--- config.mk ---
export PLATFORM = sky130hd
export DESIGN_NAME = cmd_frame_sched
export DESIGN_NICKNAME = d
export VERILOG_FILES = /design/src/rtl/cmd_frame_sched.sv
export SDC_FILE = /design/constraint.sdc
export NUM_CORES = 1
export LEC_CHECK = 0
export ABC_AREA = 1
export CORE_ASPECT_RATIO = 1.2
export CORE_MARGIN = 3
export CORE_UTILIZATION = 53
export CTS_CLUSTER_SIZE = 8
export DETAILED_ROUTE_END_ITERATION = 7
export GPL_TIMING_DRIVEN = 1
export PLACE_DENSITY = 0.95
export REMOVE_ABC_BUFFERS = 1
export SYNTH_ARGS = -nofsm -noshare
export SYNTH_HDL_FRONTEND = slang
export SYNTH_SLANG_ARGS = --single-unit
--- constraint.sdc ---
create_clock -name clk160 -period 3.9 [get_ports clk160]
set_input_delay 0.39 -clock clk160 [delete_from_list [all_inputs] [get_ports clk160]]
set_output_delay 0.39 -clock clk160 [all_outputs]
set_load 0.1 [all_outputs]
--- src/rtl/cmd_frame_sched.sv ---
// cmd_frame_sched: read-side scheduler for the 40-to-160 command FIFO.
// Fetches command words into a one-entry holding buffer and emits one
// frame (SYNC, CMD or IDLE) every FRAME_CYC cycles of clk160.
module cmd_frame_sched #(
    parameter int unsigned FRAME_CYC   = 4,
    parameter int unsigned SYNC_PERIOD = 32,
    parameter logic [15:0] SYNC_WORD   = 16'h817E,
    parameter logic [15:0] IDLE_WORD   = 16'hAAAA
) (
    input  logic        clk160,
    input  logic        rst,
    input  logic        en,
    input  logic        cmd_valid,
    input  logic [15:0] cmd_data,
    output logic        rd_cmd,
    output logic        frame_strobe,
    output logic [15:0] frame_data,
    output logic [1:0]  frame_type,
    output logic [15:0] cmd_cnt
);

    localparam int unsigned PH_W = (FRAME_CYC > 1) ? $clog2(FRAME_CYC) : 1;
    localparam int unsigned SY_W = (SYNC_PERIOD > 1) ? $clog2(SYNC_PERIOD) : 1;
    localparam logic [PH_W-1:0] PH_LAST = PH_W'(FRAME_CYC - 1);
    localparam logic [SY_W-1:0] SY_LAST = SY_W'(SYNC_PERIOD - 1);

    localparam logic [1:0] T_IDLE = 2'b00;
    localparam logic [1:0] T_CMD  = 2'b01;
    localparam logic [1:0] T_SYNC = 2'b10;

    typedef enum logic {F_IDLE, F_WAIT} fetch_e;

    fetch_e          fetch_q, fetch_d;
    logic            buf_full_q, buf_full_d;
    logic [15:0]     buf_data_q, buf_data_d;
    logic [PH_W-1:0] phase_q, phase_d;
    logic [SY_W-1:0] sync_ctr_q, sync_ctr_d;
    logic            strobe_q, strobe_d;
    logic [15:0]     fdata_q, fdata_d;
    logic [1:0]      ftype_q, ftype_d;
    logic [15:0]     cnt_q, cnt_d;
    logic            rd_req;

    // Request a word only when idle, enabled and the holding buffer is empty.
    always_comb begin
        rd_req = (fetch_q == F_IDLE) && en && !buf_full_q;
    end

    // The FIFO must never see a read pulse while reset is held.
    assign rd_cmd       = rd_req && rst;
    assign frame_strobe = strobe_q;
    assign frame_data   = fdata_q;
    assign frame_type   = ftype_q;
    assign cmd_cnt      = cnt_q;

    // Next-state: fetch handshake, frame phase and slot selection.
    always_comb begin
        fetch_d    = fetch_q;
        buf_full_d = buf_full_q;
        buf_data_d = buf_data_q;
        phase_d    = phase_q;
        sync_ctr_d = sync_ctr_q;
        strobe_d   = 1'b0;
        fdata_d    = fdata_q;
        ftype_d    = ftype_q;
        cnt_d      = cnt_q;

        // A pending read always completes, even if en has dropped meanwhile;
        // a low valid means the FIFO was empty and the next cycle retries.
        case (fetch_q)
            F_IDLE: begin
                if (rd_req) begin
                    fetch_d = F_WAIT;
                end
            end
            F_WAIT: begin
                fetch_d = F_IDLE;
                if (cmd_valid) begin
                    buf_full_d = 1'b1;
                    buf_data_d = cmd_data;
                end
            end
            default: fetch_d = F_IDLE;
        endcase

        if (!en) begin
            phase_d    = '0;
            sync_ctr_d = '0;
        end else begin
            phase_d = (phase_q == PH_LAST) ? '0 : phase_q + 1'b1;
            if (phase_q == PH_LAST) begin
                strobe_d = 1'b1;
                if (sync_ctr_q == SY_LAST) begin
                    // Sync wins the slot; a buffered command waits.
                    fdata_d    = SYNC_WORD;
                    ftype_d    = T_SYNC;
                    sync_ctr_d = '0;
                end else if (buf_full_q) begin
                    fdata_d    = buf_data_q;
                    ftype_d    = T_CMD;
                    buf_full_d = 1'b0;
                    cnt_d      = cnt_q + 16'd1;
                    sync_ctr_d = sync_ctr_q + 1'b1;
                end else begin
                    fdata_d    = IDLE_WORD;
                    ftype_d    = T_IDLE;
                    sync_ctr_d = sync_ctr_q + 1'b1;
                end
            end
        end
    end

    // Control state and registered frame outputs.
    always_ff @(posedge clk160 or negedge rst) begin
        if (!rst) begin
            fetch_q    <= F_IDLE;
            buf_full_q <= 1'b0;
            phase_q    <= '0;
            sync_ctr_q <= '0;
            strobe_q   <= 1'b0;
            fdata_q    <= IDLE_WORD;
            ftype_q    <= T_IDLE;
            cnt_q      <= '0;
        end else begin
            fetch_q    <= fetch_d;
            buf_full_q <= buf_full_d;
            phase_q    <= phase_d;
            sync_ctr_q <= sync_ctr_d;
            strobe_q   <= strobe_d;
            fdata_q    <= fdata_d;
            ftype_q    <= ftype_d;
            cnt_q      <= cnt_d;
        end
    end

    // Holding buffer payload; meaningful only while buf_full_q is set.
    always_ff @(posedge clk160) begin
        buf_data_q <= buf_data_d;
    end

endmodule

==> summary.txt <==
Final layout
  – Seq. cell area: about 1600 um2
  – Most frequent cells in the layout: clkdlybuf4s50_1, nand2_1, dfrtp_1
  – Fill count: ~300
  – Share of cells above drive strength 1: 0.1470
  – Most common cell after layout, fill and taps aside: clkdlybuf4s50_1
  – Final cell count without fillers: 335
  – Ant diodes: 0
  – Layout net count: just under 300
  – Layout area overhead: 32.15%
  – Multi-input combinational cell area: between 700 and 800 um2

CTS
  – CTS Hold Bufs: 0
  – CTS sink cnt: 60
  – Clock Pin Slew Worst Setup and Hold Paths: roughly 0.070 ns
  – CTS max path bufs: 2
  – Skew-Pair Late Insertion Delay: 0.33 ns
  – CTS tree: built
  – Setup bufs post-CTS: 0
  – CTS HTree Levels: 3
  – Total CTS buffers: 9
  – Root buf cell: clkbuf_8
  – CTS resizes: 0

Floorplan
  – Core area: between 4000 and 5000 um2
  – Full die area: 5513 um2
  – Die Wd: 68.29 um
  – Initial Utilization: 0.5660
  – Die height: roughly 80 um
  – Top Ports: 56
  – # rows: 26

Place
  – Port bufs: 55
  – Dpl hpwl: 3.290 mm
  – Dpl ws: about 1.9 ns
  – Dpl cells: roughly 320
  – GP Congestion: about 0.76

STA
  – Min cycle time layout: roughly 2.4 ns
  – Setup Viol. Count Final: 0
  – Slew headroom: 0.3268
  – Pins Over Slew Limit: 0
  – Clk_skew: roughly 0.0098 ns
  – TNS Setup: 0 ns
  – RSZ-0062 raised after global routing: no
  – Fin. Hold Viols: 0
  – Worst-Margin Slew: 1.007 ns
  – Tcrit/Tclk final: 0.6159
  – FMAX: about 420 MHz
  – Worst setup margin: 1.498 ns

Worst setup path
  – R2R setup slack: between 1.5 and 2 ns
  – WP data arrival: around 2.0 ns
  – CP Cell Sequence: clkdlybuf4s50_1
  – CP max stage cell: clkdlybuf4s50_1
  – Worst Path Required: 3.51 ns
  – Critical path class: reg -> out
  – Type of origin of the critical path: flip-flop
  – CP max FO: 2
  – Depth of the worst register-to-register path: 11
  – CP Capture Type: primary output
  – Crit path buf inv count: 1
  – Reg-to-reg startpoint: sync_ctr_q[0]
  – CP peak stage delay: around 1.1 ns
  – Family with the most delay on the worst path: buffers and inverters
  – R2R Path End: cmd_cnt[10]

Detailed routing
  – Via Count: 1,709
  – Wire per inst: about 15 um
  – Routed WL: 4.955 mm
  – DR iter-0 viols: 105
  – DR pass1 iterations: 4
  – Vias/cell: ~5.1
  – Antenna Nets Post-Route: 0
  – DRC: 0

Power and ir drop
  – Leakage power: between 1 and 1.5 nW
  – Combinational Power Share: 0.445
  – Clock power frac: 0.221
  – Internal Power: 0.001442 W
  – Sequential power share: 0.334
  – Cell Pwr Density: approximately 840 nW/um2
  – Switching power: approximately 0.0013 W
  – Maximum VDD drop: just over 900 uV
  – Sw frac: 0.4741

Worst hold path
  – Worst hold path class: in -> async

Synth
  – Sequential fraction of the synthesis area: 0.6450
  – Count of cell types in the netlist: 32
  – Post-synth EDFFs: 16
  – Synth Instances: 212
  – #FFs+latches synth: 60
  – Synth Cell Area: between 2000 and 2500 um2
  – Syn_area_per_cell: ~12 um2
  – Synth async-reset ratio: 0.7333
  – Ys Warns: 0
  – Most used DFF post-synth: dfrtp_1

Global route
  – First-pass GRT wire length: 8.404 mm
  – Vias in the first global route: approximately 1,800
  – Overall routing resource usage: 0.2138
  – Gr ovfl total: 0
  – Largest net degree at the start of global routing: 46
  – Initial antenna violation count: 0

Outcome
  – Status: completed

Job
  – Max Cap Viol: 0
metrics by stage:
step,power (W),utilization,cell area (um2),hold WS [ns]
floorplan,0.001846,-,2425,0.09441
global placement,0.002119,0.6986,3045,0.4237
detailed placement,0.002139,0.6986,3045,0.4390
CTS,0.002755,0.7480,3261,0.1367
global route,0.002847,0.7480,3261,0.1528
finish,0.002741,0.7480,3261,0.1223
worst max-delay path by stage:
stage	start	end	slack [ns]	cells past startpoint
global route	frame_data[9]	frame_data[9]	1.45	1
finish	frame_data[9]	frame_data[9]	1.50	1
global placement	frame_data[9]	frame_data[9]	1.88	1
CTS	frame_data[9]	frame_data[9]	1.47	1
detailed placement	frame_data[9]	frame_data[9]	1.85	1
floorplan	cmd_cnt[0]	cmd_cnt[10]	1.85	7
cells in the mapped netlist, types with 5 or more instances:
| cell | count | area [um2] |
|---|---|---|
| nor2_1 | 17 | 63.81 |
| nand3_1 | 5 | 25.02 |
| xor2_1 | 5 | 43.79 |
| o21ai_0 | 8 | 40.04 |
| dfrtp_1 | 36 | 900.9 |
| dfstp_2 | 8 | 210.2 |
| xnor2_1 | 7 | 61.31 |
| a21oi_1 | 7 | 35.03 |
| inv_1 | 17 | 63.81 |
| nand2_1 | 42 | 157.7 |
| edfxtp_1 | 16 | 480.5 |
final cells by class:
type                            instances  share of cell area
Tap cell                               56             0.02149
Timing Repair Buffer                   56              0.1688
Sequential cell                        60              0.4881
Clock inverter                          6             0.02686
Multi-Input combinational cell        128              0.2333
Inverter                               19             0.02226
Clock buffer                           10             0.03914
state kept, by name (all words and copies together) (netlist names):
| register | count |
|---|---|
| buf_data_q | 16 |
| cmd_cnt | 16 |
| frame_data | 16 |
| sync_ctr_q | 5 |
| frame_type | 2 |
| phase_q | 2 |
| buf_full_q | 1 |
| fetch_q | 1 |
| frame_strobe | 1 |
power groups by stage:
stage          combinational [W]  clock (W)  sequential [W]
2_1_floorplan           0.000154          0         0.00169
3_3_place_gp             0.00120          0        0.000915
3_5_place_dp             0.00122          0        0.000919
4_1_cts                  0.00123   0.000613        0.000916
5_1_grt                  0.00126   0.000648        0.000936
6_report                 0.00122   0.000605        0.000917
metal layers:
layer  vias to the layer above  wire length [um]  GRT usage  share of wire
met5                         -                 0          0              0
met4                         0                59     0.1054          0.012
met3                         6               315    0.07192          0.064
met2                        64              2641     0.3404           0.53
met1                       819              1939     0.2573           0.39
li1                        820                 -          -              -
cells by family after synthesis:
| group | share of synthesized area |
|---|---|
| xor gates and xnor gates | 0.04919 |
| DFF | 0.6450 |
| and+or+nand+nor | 0.1744 |
| adders and majority gates | 0.02028 |
| AOI/OAI and AO/OA | 0.06440 |
| buffers and inverters | 0.04664 |
(Power assumes the default switching activity.)
